==> src/rtl/sync_fifo_pkg.sv <==
// Shared constants and helpers for the parametrised synchronous FIFO.
// Holds width helpers, default sizes and the parameter legality check.
package sync_fifo_pkg;

  localparam int DEF_DATA_W = 30;
  localparam int DEF_DEPTH  = 16;

  function automatic int addr_w(input int depth);
    return (depth > 1) ? $clog2(depth) : 1;
  endfunction

  // One extra bit lets the pointers tell a full buffer from an empty one.
  function automatic int ptr_w(input int depth);
    return addr_w(depth) + 1;
  endfunction

  function automatic bit params_ok(input int data_w, input int depth,
                                   input int af, input int ae);
    return (data_w >= 1) && (depth >= 2) && ((depth & (depth - 1)) == 0) &&
           (af >= 1) && (af <= depth) && (ae >= 0) && (ae < depth);
  endfunction

endpackage

==> src/rtl/sync_fifo_ram.sv <==
// DEPTH x DATA_W storage: one synchronous write port, one asynchronous read.
// Contents are deliberately not reset.
module sync_fifo_ram
  import sync_fifo_pkg::*;
#(
  parameter int DATA_W = DEF_DATA_W,
  parameter int DEPTH  = DEF_DEPTH
) (
  input  logic                      clk,
  input  logic                      we,
  input  logic [addr_w(DEPTH)-1:0]  waddr,
  input  logic [DATA_W-1:0]         wdata,
  input  logic [addr_w(DEPTH)-1:0]  raddr,
  output logic [DATA_W-1:0]         rdata
);

  logic [DATA_W-1:0] mem [DEPTH];

  always_ff @(posedge clk) begin
    if (we) mem[waddr] <= wdata;
  end

  assign rdata = mem[raddr];

endmodule

==> src/rtl/sync_fifo_flags.sv <==
// Parametrised single-clock FIFO with count, threshold flags and error pulses.
// Define SYNC_FIFO_FWFT_EN for first-word-fall-through output; default is a 1-cycle registered read.
module sync_fifo_flags
  import sync_fifo_pkg::*;
#(
  parameter int DATA_W    = DEF_DATA_W,
  parameter int DEPTH     = DEF_DEPTH,
  parameter int AF_THRESH = 12,
  parameter int AE_THRESH = 2
) (
  input  logic                     clk,
  input  logic                     rst_n,
  input  logic                     clr,
  input  logic                     wr,
  input  logic [DATA_W-1:0]        data_in,
  input  logic                     rd,
  output logic [DATA_W-1:0]        data_out,
  output logic                     rd_valid,
  output logic                     full,
  output logic                     empty,
  output logic                     almost_full,
  output logic                     almost_empty,
  output logic [ptr_w(DEPTH)-1:0]  count,
  output logic                     overflow,
  output logic                     underflow
);

  localparam int AW = addr_w(DEPTH);
  localparam int PW = ptr_w(DEPTH);
  localparam logic [PW-1:0] AF_LVL = PW'(AF_THRESH);
  localparam logic [PW-1:0] AE_LVL = PW'(AE_THRESH);
  localparam logic [PW-1:0] ONE    = PW'(1);

  if (!params_ok(DATA_W, DEPTH, AF_THRESH, AE_THRESH)) begin : g_bad_params
    $error("sync_fifo_flags: illegal parameter combination");
  end

  logic [PW-1:0]     wr_ptr, rd_ptr, wr_ptr_nxt, rd_ptr_nxt;
  logic              wr_ok, rd_ok;
  logic [DATA_W-1:0] ram_q;

  assign full         = (wr_ptr[AW] != rd_ptr[AW]) && (wr_ptr[AW-1:0] == rd_ptr[AW-1:0]);
  assign empty        = (wr_ptr == rd_ptr);
  assign almost_full  = (count >= AF_LVL);
  assign almost_empty = (count <= AE_LVL);

  // Acceptance looks only at registered flags, so a full FIFO refuses a write
  // even when a read frees a slot in the same cycle.
  assign wr_ok = wr && !full && !clr;
  assign rd_ok = rd && !empty && !clr;

  always_comb begin
    wr_ptr_nxt = wr_ptr;
    rd_ptr_nxt = rd_ptr;
    if (wr_ok) wr_ptr_nxt = wr_ptr + ONE;
    if (rd_ok) rd_ptr_nxt = rd_ptr + ONE;
  end

  always_ff @(posedge clk or negedge rst_n) begin
    if (!rst_n) begin
      wr_ptr    <= '0;
      rd_ptr    <= '0;
      count     <= '0;
      overflow  <= 1'b0;
      underflow <= 1'b0;
    end else if (clr) begin
      wr_ptr    <= '0;
      rd_ptr    <= '0;
      count     <= '0;
      overflow  <= 1'b0;
      underflow <= 1'b0;
    end else begin
      wr_ptr    <= wr_ptr_nxt;
      rd_ptr    <= rd_ptr_nxt;
      count     <= wr_ptr_nxt - rd_ptr_nxt;
      overflow  <= wr && full;
      underflow <= rd && empty;
    end
  end

  sync_fifo_ram #(
    .DATA_W (DATA_W),
    .DEPTH  (DEPTH)
  ) u_ram (
    .clk   (clk),
    .we    (wr_ok),
    .waddr (wr_ptr[AW-1:0]),
    .wdata (data_in),
    .raddr (rd_ptr[AW-1:0]),
    .rdata (ram_q)
  );

`ifdef SYNC_FIFO_FWFT_EN
  assign data_out = empty ? '0 : ram_q;
  assign rd_valid = !empty;
`else
  logic [DATA_W-1:0] data_p1;
  logic              vld_p1;

  // ---- stage p1: registered read word and its valid strobe ----
  always_ff @(posedge clk or negedge rst_n) begin
    if (!rst_n) begin
      data_p1 <= '0;
      vld_p1  <= 1'b0;
    end else begin
      vld_p1 <= rd_ok;
      if (rd_ok) data_p1 <= ram_q;
    end
  end

  assign data_out = data_p1;
  assign rd_valid = vld_p1;
`endif

endmodule

==> config.mk <==
export PLATFORM = sky130hd
export DESIGN_NAME = sync_fifo_flags
export DESIGN_NICKNAME = d
export VERILOG_FILES = /design/src/rtl/sync_fifo_pkg.sv /design/src/rtl/sync_fifo_ram.sv /design/src/rtl/sync_fifo_flags.sv
export SDC_FILE = /design/constraint.sdc
export NUM_CORES = 1
export LEC_CHECK = 0
export CAP_MARGIN = 20
export CORE_ASPECT_RATIO = 1.1
export CORE_MARGIN = 2
export CORE_UTILIZATION = 45
export DETAILED_ROUTE_END_ITERATION = 6
export GPL_TIMING_DRIVEN = 0
export PLACE_DENSITY = 0.66
export SLEW_MARGIN = 25
export SYNTH_ARGS = -nofsm -noshare
export SYNTH_HDL_FRONTEND = slang
export SYNTH_SLANG_ARGS = --single-unit
==> constraint.sdc <==
create_clock -name clk -period 4.2 [get_ports clk]
set_input_delay 0.84 -clock clk [delete_from_list [all_inputs] [get_ports clk]]
set_output_delay 0.84 -clock clk [all_outputs]
set_load 0.1 [all_outputs]
==> summary.md <==
| Metric | Value |
|---|---|
| Final hold slack | 0.161 ns |
| Final ANT Viol Nets | 0 |
| Period utilization | 93.2% |
| Ports | between 70 and 80 |
| Largest net degree at the start of global routing | 35 |
| GRT Total Usage | between 10% and 20% |
| MaxCap Viol Count | 0 |
| Final Critical Period | roughly 4 ns |
| Clock power share | 36.3% |
| Post-synthesis area per instance | around 20 um^2 |
| Max-slew violations | 0 |
| First-pass GRT wire length | 66.3 mm |
| Achievable Freq | 0.255 GHz |
| Most frequent cells in the layout | edfxtp_1 (480), mux4_2 (120), clkdlybuf4s50_1 (75) |
| Synthesized netlist cell count | 1004 |
| Synth Flop Type | edfxtp_1 |
| Mapped Area | 0.0205 mm^2 |
| Net Sw Frac | 28.0% |
| Row count | 82 |
| Data required, critical path | 3.36 ns |
| Share of post-route cells with drive strength above 1 | 24.8% |
| Routability cong. | 0.737 |
| Distinct cell type count after synthesis | 39 |
| Rel. slew slack | 34.2% |
| Data arrival, critical path | 3.07 ns |
| Pre-CTS setup slack | -0.0619 ns |
| Slowest-stage cell, CP | clkdlybuf4s50_1 |
| Via/cell ratio | 5.61 |
| Crit Path Max Fanout | 6 |
| CTS root buffer | clkbuf_16 |
| CTS tree | yes |
| GRT overflow | 0 |
| Outcome | completed |
| Routed WL | 44.1 mm |
| Starting DRT DRC Count | 848 |
| Initial antenna violation count | 1 |
| Slew @ Worst Pin | 0.984 ns |
| Htree depth | 2 |
| Filler cell count | 3408 |
| Leading cell type in the layout, fill and taps excluded | edfxtp_1 |
| R2R Path Start | rd_ptr[0] |
| Worst setup path class | reg -> out |
| Longest Clk Path Bufs | 3 |
| Sw Pwr | 3600 uW |
| Residual DRC | 0 |
| Crit end category | primary output |
| Die Y | 228 um |
| R2R Setup Slk | 0.66 ns |
| Full die area | 0.0473 mm^2 |
| Final setup violating endpoints | 0 |
| Number of global-route vias before repair | 10447 |
| Die width | 208 um |
| 1st-pass router iterations | 5 |
| CP top delay family | buffers and inverters |
| Clk sinks | 528 |
| Post-synth EDFFs | 480 |
| Setup Skew | about 0.014 ns |
| # nets final | 1207 |
| Seq/Total Area, Yosys | 76.1% |
| Wire length per cell | 24.6 um |
| R2r endpoint | count[4] |
| Final hold vios | 0 |
| Placed Cells incl. Taps | between 1500 and 2000 |
| Logic pwr share | 16.9% |
| Final Non-Filler Cells | 1792 |
| Unrepaired setup endpoints after global routing | false |
| IO Port Bufs | 76 |
| PD cells | about 530 mW/mm^2 |
| Sequential power share | 46.8% |
| Dpl hpwl | a little under 30 mm |
| Clk pin slew, worst setup/hold paths | 0.06 ns |
| Syn Nets | 1049 |
| Cells on worst reg2reg path | 16 |
| Initial Util | 45.3% |
| Max rail drop VDD | 0.000437 V |
| #FFs+latches synth | between 500 and 600 |
| Num CTS Buffers | 51 |
| Worst setup SP type | flop |
| Async SR Flop Fraction | 9.09% |
| Syn-to-layout area delta | 18.8% |
| CP peak stage delay | 1.13 ns |
| Worst-path cell chain | buf_2 > xnor2_1 > and4_4 > buf_6 > nand2_1 > inv_1 > clkdlybuf4s50_1 |
| Worst setup margin | about 0.29 ns |
| CP Buf/Inv Count | 4 |
| Post-CTS setup buffer count | 0 |
| Yosys warnings | 0 |
| DR vias | 10054 |
| Worst hold path class | in -> async |
| Hold_buf cts | 0 |
| Cts repair resizes | 0 |
| Internal | 9240 uW |
| Leak pwr | 0.00772 uW |
| Clock Latency Late Sink | 0.57 ns |
| Core footprint | 0.0452 mm^2 |
==> synth_stat cells (all sizes together) (3+ instances only) <==
master	instances	area [um^2]
a21oi	4	20.0
buf	29	149
clkbuf	25	93.8
dfrtp	48	1200
edfxtp	480	14400
ha	9	113
inv	7	26.3
mux2	30	338
mux2i	32	320
mux4	120	2700
nand2	74	278
nand2b	5	31.3
nor2	26	97.6
nor2b	4	25.0
nor3	6	30.0
o21ai	67	335
or3	3	18.8
xnor2	10	87.6
xor2	5	43.8
==> flip-flops by register name (all words and copies together) (netlist names) <==
name and flops:
data_out 30, overflow 1, wr_ptr 5, underflow 1
rd_ptr 5, rd_valid 1, count 5, u_ram.mem 480
==> worst max-delay path by stage <==
stage               slack (ns)  cells past startpoint  startpoint                to
finish                    0.29                      7   rd_ptr[0]              full
global route              0.17                      7   rd_ptr[2]              full
CTS                       0.26                      7   rd_ptr[0]              full
detailed placement       -0.06                     13         clr          count[4]
global placement         -3.15                      5         clr  u_ram.mem[3][12]
floorplan                 0.09                      4         clr   u_ram.mem[3][0]
==> routing by layer <==
metal | track usage (%) | share of wire (%)
met1 | 26.1 | 42
met2 | 31.5 | 50
met3 | 2.75 | 5.4
met4 | 4.93 | 2.0
met5 | 0 | 0
==> power by group through the flow <==
stage	combinational, uW	sequential, uW	clock [uW]
after floorplan	517	7180	0
final	2170	6020	4660
after global routing	2260	6040	4930
after global placement	2140	6120	0
after CTS	2190	6020	4740
after detailed placement	2180	6130	0
==> per-stage QoR <==
step | TNS [ns] | instance area [um^2] | util, % | total power, uW
after global placement | -731.50 | 22000 | 48.7 | 8270
final | 0 | 24400 | 53.9 | 12800
after CTS | 0 | 24400 | 53.9 | 12900
after detailed placement | -0.0619 | 22700 | 50.1 | 8310
after global routing | 0 | 24400 | 53.9 | 13200
after floorplan | 0 | 20500 | - | 7700
==> area by class of cell <==
type	instances	area (um^2)	share of cell area (%)
multi-input combinational	415	4760	19.5
sequential	528	15600	64.1
clock inverter	31	365	1.50
inverter	7	26.3	0.108
clock buffer	63	1340	5.50
buffer	54	243	0.996
tap	588	736	3.02
antenna	1	2.50	0.0103
timing repair buffer	105	1280	5.25
==> kinds of logic after synthesis <==
logic type	count (synthesis)	share of synthesized area, %
AO/OA/AOI/OAI	81	2.24
multiplexers	182	16.4
adder cells (fa/ha/maj)	10	0.647
buffers and inverters	61	1.31
flip-flops	528	76.1
AND/OR/NAND/NOR	127	2.65
XOR/XNOR	15	0.640
No activity file was read; power rests on OpenSTA's default activity.
